## config.mk

```make
export PLATFORM = sky130hd
export DESIGN_NAME = colour_sequencer
export DESIGN_NICKNAME = d
export VERILOG_FILES = /design/src/rtl/simon_pkg.sv /design/src/rtl/colour_sequencer_tick_timer.sv /design/src/rtl/colour_sequencer.sv
export SDC_FILE = /design/constraint.sdc
export NUM_CORES = 1
export LEC_CHECK = 0
export CORE_MARGIN = 2
export CORE_UTILIZATION = 30
export DETAILED_ROUTE_END_ITERATION = 12
export GPL_ROUTABILITY_DRIVEN = 0
export PLACE_DENSITY_LB_ADDON = 0.12
export SLEW_MARGIN = 30
export SYNTH_ARGS = -nofsm -noshare
export SYNTH_HDL_FRONTEND = slang
export SYNTH_HIERARCHICAL = 1
export SYNTH_SLANG_ARGS = --single-unit
```

## constraint.sdc

```tcl
create_clock -name clk -period 4.1 [get_ports clk]
set_input_delay 0.41 -clock clk [delete_from_list [all_inputs] [get_ports clk]]
set_output_delay 0.41 -clock clk [all_outputs]
set_load 0.02 [all_outputs]
```

## src/rtl/simon_pkg.sv

```systemverilog
// Shared types and helpers for the colour sequencer: playback states and the
// speed-to-period mapping.
package simon_pkg;

  typedef enum logic [1:0] {
    IDLE = 2'd0,
    SHOW = 2'd1,
    GAP  = 2'd2,
    FIN  = 2'd3
  } seq_state_t;

  localparam int unsigned SPEED_MAX = 32'd4;

  // Show/gap period: base halved per speed step, saturating at SPEED_MAX, never below 1.
  function automatic int unsigned period_of(input int unsigned base, input logic [2:0] speed);
    int unsigned shift;
    int unsigned p;
    shift = (32'(speed) > SPEED_MAX) ? SPEED_MAX : 32'(speed);
    p     = base >> shift;
    return (p == 32'd0) ? 32'd1 : p;
  endfunction

endpackage

```

## src/rtl/colour_sequencer_tick_timer.sv

```systemverilog
// tick_timer: reload down-counter. load latches a new period and restarts the count;
// while enabled, tc pulses on the last cycle of each period and the count reloads.
module tick_timer #(
  parameter int W = 4
) (
  input  logic         clk,
  input  logic         reset,
  input  logic         load,
  input  logic [W-1:0] load_val,
  input  logic         en,
  output logic         tc
);

  localparam logic [W-1:0] ONE = W'(1'b1);

  logic [W-1:0] reload_q, reload_d;
  logic [W-1:0] count_q, count_d;

  // Next count: load has priority over counting.
  always_comb begin
    reload_d = reload_q;
    count_d  = count_q;
    if (load) begin
      reload_d = load_val;
      count_d  = load_val - ONE;
    end else if (en) begin
      if (count_q == '0) begin
        count_d = reload_q - ONE;
      end else begin
        count_d = count_q - ONE;
      end
    end else begin
      count_d = count_q;
    end
  end

  // Counter state with synchronous active-low reset.
  always_ff @(posedge clk) begin
    if (!reset) begin
      reload_q <= ONE;
      count_q  <= '0;
    end else begin
      reload_q <= reload_d;
      count_q  <= count_d;
    end
  end

  assign tc = en && (count_q == '0);

endmodule

```

## src/rtl/colour_sequencer.sv

```systemverilog
// colour_sequencer: stores a sequence of colours and plays it back, each entry shown
// for one period. Define COLOUR_SEQ_GAP_EN to insert a blank period after each entry.
module colour_sequencer
  import simon_pkg::*;
#(
  parameter int          DEPTH      = 32,
  parameter int          COLOUR_W   = 2,
  parameter int unsigned BASE_TICKS = 50_000_000
) (
  input  logic                      clk,
  input  logic                      reset,
  input  logic                      push,
  input  logic [COLOUR_W-1:0]       push_colour,
  input  logic                      clear,
  input  logic                      play,
  input  logic [2:0]                speed,
  input  logic [$clog2(DEPTH)-1:0]  rd_idx,
  output logic [COLOUR_W-1:0]       rd_colour,
  output logic [$clog2(DEPTH):0]    length,
  output logic                      full,
  output logic                      overflow,
  output logic                      busy,
  output logic                      colour_valid,
  output logic [COLOUR_W-1:0]       colour,
  output logic                      done
);

  localparam int IDX_W  = $clog2(DEPTH);
  localparam int LEN_W  = IDX_W + 1;
  localparam int TICK_W = $clog2(BASE_TICKS + 32'd1);
  localparam logic [IDX_W-1:0] IDX_ZERO = '0;

  seq_state_t          state_q, state_d;
  logic [LEN_W-1:0]    length_q, length_d;
  logic [LEN_W-1:0]    play_len_q, play_len_d;
  logic [IDX_W-1:0]    k_q, k_d;
  logic                full_q, full_d;
  logic                overflow_q, overflow_d;
  logic                busy_q, busy_d;
  logic                valid_q, valid_d;
  logic [COLOUR_W-1:0] colour_q, colour_d;
  logic                done_q, done_d;
  logic [COLOUR_W-1:0] mem_q [DEPTH];

  logic                push_ok_s, tmr_load_s, tmr_tc_s, last_s;
  logic [IDX_W-1:0]    k_nxt_s;
  logic [LEN_W-1:0]    plen_s;
  logic [TICK_W-1:0]   period_s;
  logic [COLOUR_W-1:0] first_s;

  assign period_s  = TICK_W'(period_of(BASE_TICKS, speed));
  assign push_ok_s = push && !clear && !busy_q && !full_q;
  assign k_nxt_s   = k_q + IDX_W'(1'b1);
  assign last_s    = ({1'b0, k_q} + LEN_W'(1'b1)) == play_len_q;
  assign plen_s    = length_q + LEN_W'(push_ok_s);
  // A push accepted alongside play into an empty store has not reached memory yet.
  assign first_s   = (length_q == '0) ? push_colour : mem_q[IDX_ZERO];

  tick_timer #(.W(TICK_W)) u_tick_timer (
    .clk      (clk),
    .reset    (reset),
    .load     (tmr_load_s),
    .load_val (period_s),
    .en       (busy_q),
    .tc       (tmr_tc_s)
  );

  // Next-state and registered-output computation.
  always_comb begin
    state_d    = state_q;
    play_len_d = play_len_q;
    k_d        = k_q;
    busy_d     = busy_q;
    valid_d    = valid_q;
    colour_d   = colour_q;
    done_d     = 1'b0;
    tmr_load_s = 1'b0;
    overflow_d = push && !clear && (busy_q || full_q);
    if (clear) begin
      length_d = '0;
    end else if (push_ok_s) begin
      length_d = length_q + LEN_W'(1'b1);
    end else begin
      length_d = length_q;
    end
    full_d = (length_d == LEN_W'(DEPTH));

    case (state_q)
      IDLE: begin
        if (play && !clear) begin
          play_len_d = plen_s;
          k_d        = '0;
          tmr_load_s = 1'b1;
          if (plen_s != '0) begin
            state_d  = SHOW;
            busy_d   = 1'b1;
            valid_d  = 1'b1;
            colour_d = first_s;
          end else begin
            state_d = FIN;
            done_d  = 1'b1;
          end
        end else begin
          state_d = IDLE;
        end
      end
      SHOW: begin
        if (clear) begin
          state_d  = IDLE;
          busy_d   = 1'b0;
          valid_d  = 1'b0;
          colour_d = '0;
        end else if (tmr_tc_s) begin
`ifdef COLOUR_SEQ_GAP_EN
          state_d  = GAP;
          valid_d  = 1'b0;
          colour_d = '0;
`else
          if (last_s) begin
            state_d  = FIN;
            busy_d   = 1'b0;
            valid_d  = 1'b0;
            colour_d = '0;
            done_d   = 1'b1;
          end else begin
            k_d      = k_nxt_s;
            colour_d = mem_q[k_nxt_s];
          end
`endif
        end else begin
          state_d = SHOW;
        end
      end
      GAP: begin
        if (clear) begin
          state_d = IDLE;
          busy_d  = 1'b0;
        end else if (tmr_tc_s) begin
          if (last_s) begin
            state_d = FIN;
            busy_d  = 1'b0;
            done_d  = 1'b1;
          end else begin
            state_d  = SHOW;
            k_d      = k_nxt_s;
            valid_d  = 1'b1;
            colour_d = mem_q[k_nxt_s];
          end
        end else begin
          state_d = GAP;
        end
      end
      FIN: begin
        state_d = IDLE;
      end
      default: begin
        state_d  = IDLE;
        busy_d   = 1'b0;
        valid_d  = 1'b0;
        colour_d = '0;
      end
    endcase
  end

  // Control state and outputs with synchronous active-low reset.
  always_ff @(posedge clk) begin
    if (!reset) begin
      state_q    <= IDLE;
      length_q   <= '0;
      play_len_q <= '0;
      k_q        <= '0;
      full_q     <= 1'b0;
      overflow_q <= 1'b0;
      busy_q     <= 1'b0;
      valid_q    <= 1'b0;
      colour_q   <= '0;
      done_q     <= 1'b0;
    end else begin
      state_q    <= state_d;
      length_q   <= length_d;
      play_len_q <= play_len_d;
      k_q        <= k_d;
      full_q     <= full_d;
      overflow_q <= overflow_d;
      busy_q     <= busy_d;
      valid_q    <= valid_d;
      colour_q   <= colour_d;
      done_q     <= done_d;
    end
  end

  // Colour storage is deliberately left out of reset.
  always_ff @(posedge clk) begin
    if (push_ok_s) begin
      mem_q[length_q[IDX_W-1:0]] <= push_colour;
    end
  end

  assign rd_colour    = mem_q[rd_idx];
  assign length       = length_q;
  assign full         = full_q;
  assign overflow     = overflow_q;
  assign busy         = busy_q;
  assign colour_valid = valid_q;
  assign colour       = colour_q;
  assign done         = done_q;

endmodule
```

Yosys cells after proc, flatten, opt, wreduce, memory -nomap -nowiden:

Memory sizes are Yosys's and may differ from the RTL's.
Index checks and enable logic that the tools add are counted.

* add/subtract/negate cells: 7
* magnitude comparators: 1
* eq/ne operators: 18
* shift operators: 1
* multiplexer cells: 51
* reductions and logical operators: 24

Operators with widths (count)
* 26-bit two-way mux: 4
* 26-bit by 1-bit subtractor with 26-bit output (second input constant): 3
* 2-bit two-way mux: 17
* 32-bit zero test: 1
* 26-bit by 3-bit right shift with 32-bit output (first input constant): 1
* 26-bit zero test: 1
* 5-bit two-way mux: 4
* 1-bit two-way mux: 17
* 2-bit inequality test (second input constant): 7
* 6-bit two-way mux: 2
* 5-bit case mux with 2 select lines: 1
* 5-bit AND reduction: 2
* 2-bit case mux with 4 select lines: 1
* 8-bit AND reduction: 1
* 7-bit AND reduction: 1
* 5-bit by 1-bit adder with 6-bit output (second input constant): 1
* 6-bit by 1-bit adder with 6-bit output: 1
* 6-bit by 1-bit adder with 6-bit output (second input constant): 1
* 6-bit equality test: 1
* 6-bit equality test (second input constant): 1
* 1-bit logical AND: 6
* 6-bit zero test: 1
* 3-bit by 1-bit inequality test with 1-bit output (second input constant): 2
* 3-bit inequality test (second input constant): 2
* 18 further kinds: 23

* flip-flop bits (word level): 78
* RAM bits: 64
* output and inout port bits: 15
* logic and storage cells: 115
* memories kept: 1

Memory list
* mem_q: words 32, bits a word 2, read ports 3, clocked after memory_dff 0, wr ports 1, line colour_sequencer.sv:43 `logic [COLOUR_W-1:0] mem_q [DEPTH];`

Logic depth before layout (Yosys ltp):

Gate-level depths: netlist of the first run.

* depth after elaboration: 9
* mapped depth: 21
* depth with buffers taken out: 13

Modules after synthesis:

The synthesis of the first run kept the hierarchy.

Modules (own cells, without submodules)
* colour_sequencer: instances 1, cells an instance 457, area an instance 5253.8 um^2
* tick_timer: instances 1, cells an instance 395, area an instance 3265.6 um^2

Least setup slack after synthesis of the first run:

OpenSTA, ideal clock, no wires.

* kind: input to register
* from: input clear
* to: register u_tick_timer.count_q[20]
* setup time: 0.132 ns
* arrival time: 3.991 ns
* required time: 3.968 ns
* slack: -0.023 ns
* stages on the path: 20
* buffers on the path: 9
* path through: clkbuf_1 nand2b_1 nor2_1 clkbuf_1 buf_6 buf_8 buf_6 buf_2 buf_2 buf_2 buf_2 nor2_1 a21oi_1 ha_1 o21ai_1 or2_1 a211o_1 nor4_2 xnor2_1 a21oi_1

* cells in the longest elaborated chain, start to end: 5
* elaborated cells between the ends (all ways): 6
* those cells by class: mux (3); reduce/logical (3)

Ends and longest elaborated chain
* start: declaration: line colour_sequencer.sv:14 `input logic clear,`
* 1-bit zero test (*): line colour_sequencer.sv:90 `if (play && !clear) begin`
* 1-bit logical AND (*): line colour_sequencer.sv:90
* 1-bit two-way mux (*): line colour_sequencer.sv:90
* 1-bit two-way mux (*): line colour_sequencer.sv:88 `case (state_q)`
* via tmr_load_s: line colour_sequencer.sv:45 `logic push_ok_s, tmr_load_s, tmr_tc_s, last_s;`
* 26-bit two-way mux or 2-bit nonzero test (tied branches)
* end signal: assignment: line colour_sequencer_tick_timer.sv:44 `count_q <= count_d;`
* end: declaration: line colour_sequencer_tick_timer.sv:17 `logic [W-1:0] count_q, count_d;`

Mark *: on every way through the listed nets, which the timed path passes. The rest lies on a longest branch.
A chain may end at the register's enable or synchronous reset.

Worst setup path in the final report of the first run:

* from: input rd_idx[0]
* to: output rd_colour[0]

* cells in the longest elaborated chain, start to end: 1

Ends and longest elaborated chain
* start: declaration: line colour_sequencer.sv:17 `input logic [$clog2(DEPTH)-1:0] rd_idx,`
* memory read 32 x 2 bit
* end: declaration: line colour_sequencer.sv:18 `output logic [COLOUR_W-1:0] rd_colour,`

Every way passes these cells.

==> results of run 1 <==
==> report_power, final <==
| part | leakage [uW] | internal (uW) | switching, uW |
|---|---|---|---|
| registers | 0.00121 | 1540 | 74.5 |
| logic | 0.00175 | 277 | 425 |
| clock network | 0.000290 | 916 | 669 |
==> final timing paths <==
check,depth (start not counted),endpoint
min,2,u_tick_timer/reload_q[25]
max,6,rd_colour[0]
min reg2reg,2,u_tick_timer/reload_q[25]
max reg2reg,12,u_tick_timer/count_q[21]
==> worst min-delay path, stage by stage, from the launching register on <==
cell     delay (ns)
dfxtp_1        0.31
nand2_1        0.06
a21oi_1        0.05
==> registers in the layout, summed over array words and instances (netlist names) <==
name / cells
mem_q: 64
u_tick_timer/count_q: 26
u_tick_timer/reload_q: 26
length: 6
play_len_q: 6
k_q: 5
colour: 2
state_q: 2
busy: 1
colour_valid: 1
done: 1
full: 1
overflow: 1
==> cell type report <==
cell class,count,area [um2],share of cell area
multi-input cells,634,4666,0.4758
flip-flops and latches,142,3483,0.3552
repair buffers,54,485.5,0.04951
well taps,378,473.0,0.04823
clock buffers,17,425.4,0.04338
clock inverters,15,175.2,0.01786
inverters,26,97.59,0.009953
==> metrics by stage <==
| stage | setup slack, ns | total power (uW) |
|---|---|---|
| after floorplan | 0.1071 | 2135 |
| after global placement | 0.4191 | 2358 |
| after detailed placement | 0.3074 | 2350 |
| after CTS | 0.6406 | 3943 |
| after global routing | 0.4867 | 4088 |
| final | 0.6635 | 3905 |
==> cells in the final DEF (no fill, tap or decap), types with 5 or more instances in the layout <==
| cell | instances |
|---|---|
| nor2_1 | 96 |
| nand2_1 | 78 |
| dfxtp_1 | 78 |
| edfxtp_1 | 64 |
| a21oi_1 | 62 |
| mux4_2 | 33 |
| o21ai_0 | 32 |
| mux2i_1 | 30 |
| clkdlybuf4s50_1 | 28 |
| buf_4 | 24 |
| inv_1 | 23 |
| nand3_1 | 20 |
| xnor2_1 | 18 |
| clkbuf_16 | 17 |
| a31oi_1 | 15 |
| nor3_1 | 14 |
| xor2_1 | 14 |
| ha_1 | 13 |
| o22ai_1 | 10 |
| conb_1 | 10 |
| a211oi_1 | 10 |
| nor4_1 | 9 |
| nand2b_1 | 8 |
| o21a_1 | 7 |
| nor2b_1 | 6 |
| nor3b_1 | 6 |
| a31o_2 | 6 |
| o21ai_1 | 6 |
| o211a_1 | 5 |
| and3_1 | 5 |
| a211o_1 | 5 |
| nor3_2 | 5 |
| nor3b_2 | 5 |
==> cells by family after synthesis <==
logic type | count (synthesis) | synth area share
simple gates | 298 | 0.1820
compound gates | 213 | 0.1737
flops | 142 | 0.4089
buf+inv | 84 | 0.04861
mux | 68 | 0.1339
xor+xnor | 32 | 0.03290
fa+ha+maj | 13 | 0.01909
other cells | 2 | 0.0008815
==> layer usage <==
layer  vias to the layer above  track usage  part of all wire
li1                       3218            -                 -
met1                      3302       0.2382              0.49
met2                       162       0.2535              0.45
met3                        24      0.03647             0.046
met4                         0      0.04772             0.014
met5                         -            0                 0
==> impl_metrics.env, run 1 <==
export IMPL_status="finished clean"
export IMPL_r2r_start="state_q[1]"
export IMPL_grt_pass1_vias=6523
export IMPL_die_h_um=172.5
export IMPL_post_cts_buffers=0
export IMPL_drive_gt1_frac=0.1633
export IMPL_grt_pass1_wl_um=38720
export IMPL_yosysWarnings=6
export IMPL_vias_per_cell=5.297
export IMPL_synth_main_ff_cell="dfxtp_1"
export IMPL_num_nets_final=903
export IMPL_fin_crit_ns=3.436
export IMPL_wl_per_cell_um=19.26
export IMPL_cts_max_path_buffers=2
export IMPL_setup_viol=0
export IMPL_route_vias_total=6706
export IMPL_synth_area_um2=8519
export IMPL_area_growth_pct=15.10
export IMPL_antenna_found_initial=0
export IMPL_io_pins=30
export IMPL_cp_end_kind="output pin"
export IMPL_firstDrtPassIters=4
export IMPL_finalClockSkew_ns=0.01349
export IMPL_slew_headroom=0.4027
export IMPL_dp_hpwl_um=17360
export IMPL_grt_usage=0.1670
export IMPL_p_leak_uw=0.003257
export IMPL_required_ns=3.69
export IMPL_io_buffers=29
export IMPL_drt_iter0_markers=432
export IMPL_rsz0062_at_grt="false"
export IMPL_synth_area_leaders="edfxtp_1 (23%), dfxtp_1 (18%), mux4_2 (8.7%)"
export IMPL_postCtsResizedCells=0
export IMPL_ys_seq_area_frac=0.4089
export IMPL_clock_sinks=142
export IMPL_cts_root_buf="clkbuf_16"
export IMPL_timing_fmax_ghz=0.2910
export IMPL_ys_async_sr_fraction=0
export IMPL_final_cell_area_um2=9806
export IMPL_dieArea_um2=29760
export IMPL_yosysTopAreaCellShare=0.2256
export IMPL_critPathLaunchType="input port"
export IMPL_tightest_slew_ns=0.8926
export IMPL_cts_buffers=17
export IMPL_grt_overflow=0
export IMPL_grt_max_degree=35
export IMPL_dpl_cell_count=1234
export IMPL_startpoint="rd_idx[0]"
export IMPL_ys_seq_elements=142
export IMPL_crit_slowest_cell="mux4_2"
export IMPL_synth_cells=852
export IMPL_num_rows=61
export IMPL_arrival_ns=3.03
export IMPL_synth_edff_count=64
export IMPL_fillers=2815
export IMPL_vdd_drop_max_mv=0.2876
export IMPL_critPathKind="in -> out"
export IMPL_start_util=0.3058
export IMPL_hold_buffers=0
export IMPL_finalCritPeriodShare=0.8382
export IMPL_ant_nets=0
export IMPL_yosysTopAreaCell="edfxtp_1"
export IMPL_drcViolationCount=0
export IMPL_layoutNonFillerInstCount=1266
export IMPL_htreeDepth=4
export IMPL_avgSynthCellArea_um2=9.999
export IMPL_die_w_um=172.5
export IMPL_finalSetupTns_ns=0
export IMPL_place_area_um2=9205
export IMPL_cts_tree="built"
export IMPL_maxCapViolCount=0
export IMPL_cpPeakStageDelay_ns=0.56
export IMPL_clock_latency_ns=0.43
export IMPL_fin_hold_ws_ns=0.4659
export IMPL_ff2ff_setup_slack_ns=0.75
export IMPL_power_density_nw_per_um2=398.2
export IMPL_final_hold_viol_count=0
export IMPL_crit_family="multiplexers"
export IMPL_worstPathMaxFanout=16
export IMPL_critPathBufInv=3
export IMPL_utilization=0.3520
export IMPL_synth_distinct_cells=97
export IMPL_hold_path_class="reg -> reg"
export IMPL_synth_most_common_cell="nor2_1"
export IMPL_drv_slew=0
export IMPL_path_cells="clkdlybuf4s50_1, buf_4, mux4_2, mux4_2, mux2_2, clkdlybuf4s50_1"
export IMPL_synthTopCellsByCount="nor2_1 (97), dfxtp_1 (78), nand2_1 (78)"
export IMPL_clkSlewWorstSetupHoldPaths_ns=0.07
export IMPL_wl_um=24390
export IMPL_coreArea_um2=27860
export IMPL_hold_start="u_tick_timer/reload_q[25]"
export IMPL_diodes=0
(Power assumes the default switching activity.)
==> inputs of run 2 (changes only) <==
==> constraint.sdc (replaced) <==
create_clock -name clk -period 3.37 [get_ports clk]
set_input_delay 0.337 -clock clk [delete_from_list [all_inputs] [get_ports clk]]
set_output_delay 0.337 -clock clk [all_outputs]
set_load 0.02 [all_outputs]
==> run 2 against run 1 <==
  * Non-clock buffer count up 29
  * First-iteration DRC count is 9.7% higher
  * Combinational power grew 30%
  * Utilization up 1.1 points
  * Clock power increased by 25%
  * Clock-buffer cell count did not move
==> impl_metrics.env, run 2 (synthesis gave the netlist of run 1 again) <==
export IMPL_status="finished clean"
export IMPL_firstDrtPassIters=5
export IMPL_clock_sinks=142
export IMPL_post_cts_buffers=0
export IMPL_hold_buffers=0
export IMPL_finalSetupTns_ns=0
export IMPL_power_density_nw_per_um2=481.1
export IMPL_io_pins=30
export IMPL_worstPathMaxFanout=16
export IMPL_grt_overflow=0
export IMPL_drcViolationCount=0
export IMPL_io_buffers=29
export IMPL_maxCapViolCount=0
export IMPL_critPathKind="in -> out"
export IMPL_vdd_drop_max_mv=0.3205
export IMPL_antenna_found_initial=0
export IMPL_cp_end_kind="output pin"
export IMPL_tightest_slew_ns=0.6731
export IMPL_route_vias_total=6707
export IMPL_required_ns=3.03
export IMPL_rsz0062_at_grt="false"
export IMPL_clkSlewWorstSetupHoldPaths_ns=0.07
export IMPL_grt_pass1_wl_um=38860
export IMPL_arrival_ns=2.87
export IMPL_fin_crit_ns=3.205
export IMPL_num_nets_final=932
export IMPL_mostFrequentLayoutCells="nor2_1 (96), nand2_1 (78), dfxtp_1 (78)"
export IMPL_grt_pass1_vias=6414
export IMPL_cts_root_buf="clkbuf_16"
export IMPL_start_util=0.3058
export IMPL_num_rows=61
export IMPL_pre_cts_slack_ns=0.1305
export IMPL_htreeDepth=4
export IMPL_critPathLaunchType="input port"
export IMPL_grt_max_degree=35
export IMPL_finalClockSkew_ns=0.01531
export IMPL_dieArea_um2=29760
export IMPL_setup_viol=0
export IMPL_drt_iter0_markers=474
export IMPL_finalCritPeriodShare=0.9511
export IMPL_fillers=2816
export IMPL_diodes=0
export IMPL_largest_register_ffs=64
export IMPL_vias_per_cell=5.179
export IMPL_drv_slew=0
export IMPL_area_growth_pct=18.70
export IMPL_layout_commonest_cell="nor2_1"
export IMPL_power_uw=4865
export IMPL_cts_max_path_buffers=2
export IMPL_p_leak_uw=0.003431
export IMPL_wl_um=24560
export IMPL_final_hold_viol_count=0
export IMPL_dp_hpwl_um=17470
export IMPL_coreArea_um2=27860
export IMPL_slew_headroom=0.5454
export IMPL_grt_usage=0.1672
export IMPL_clock_latency_ns=0.44
export IMPL_hold_path_class="in -> reg"
export IMPL_worst_slack_ns=0.1649
export IMPL_cts_buffers=17
export IMPL_fin_hold_ws_ns=0.3201
export IMPL_die_h_um=172.5
export IMPL_postCtsResizedCells=0
export IMPL_ant_nets=0
export IMPL_timing_fmax_ghz=0.3120
export IMPL_drive_gt1_frac=0.1930
export IMPL_cts_tree="built"
export IMPL_wl_per_cell_um=18.97
export IMPL_die_w_um=172.5
[run 2: cell count changes in the layout (fill, tap and decap cells not counted), sizes merged]
cell      before  now
inv           31   35
clkinvlp       2    0
buf           26   55
bufinv         2    0
[run 2: metrics by stage]
step / area, um2 / instances / utilization
global route: 10110 / 1295 / 0.3630
finish: 10110 / 1295 / 0.3630
CTS: 10110 / 1295 / 0.3630
global placement: 9485 / 1263 / 0.3405
floorplan: 8610 / 860 / -
detailed placement: 9485 / 1263 / 0.3405
[run 2: where the power goes]
part	switching [uW]	internal (uW)	leakage, uW
clock network	961	1030	0.000304
logic	527	387	0.00191
registers	84.5	1880	0.00121
total	1570	3290	0.00343
[run 2: worst paths after layout]
check                                                from                   endpoint  slack (ns)  depth (start not counted)
worst max-delay path                            rd_idx[0]               rd_colour[0]        0.16                          6
worst max register to register   u_tick_timer/count_q[11]   u_tick_timer/count_q[18]        0.37                         13
worst min register to register  u_tick_timer/reload_q[25]  u_tick_timer/reload_q[25]        0.47                          2
worst min-delay path                                reset   u_tick_timer/reload_q[0]        0.32                          2
[run 2: layout make-up]
| cell class | instances | area (um2) | area share |
|---|---|---|---|
| repair buffers | 83 | 753.2 | 0.07449 |
| multi-input cells | 634 | 4678 | 0.4626 |
| well taps | 378 | 473.0 | 0.04677 |
| clock buffers | 17 | 425.4 | 0.04207 |
| clock inverters | 15 | 201.4 | 0.01992 |
| inverters | 26 | 97.59 | 0.009651 |
| flip-flops and latches | 142 | 3483 | 0.3445 |
[run 2: worst max-delay path, cell delays in order]
cell and delay [ns]:
clkdlybuf4s50_1 0.50, buf_12 0.18, mux4_2 0.53, mux4_2 0.49
mux2_2 0.28, clkdlybuf4s50_1 0.54
[run 2: routing by layer]
| layer | vias up | wire [um] | part of all wire | global-route usage |
|---|---|---|---|---|
| met5 | - | 0 | 0 | 0 |
| met4 | 0 | 250 | 0.010 | 0.04060 |
| met3 | 16 | 910 | 0.037 | 0.02476 |
| met2 | 134 | 10420 | 0.42 | 0.2380 |
| met1 | 3279 | 12990 | 0.53 | 0.2619 |
| li1 | 3278 | - | - | - |
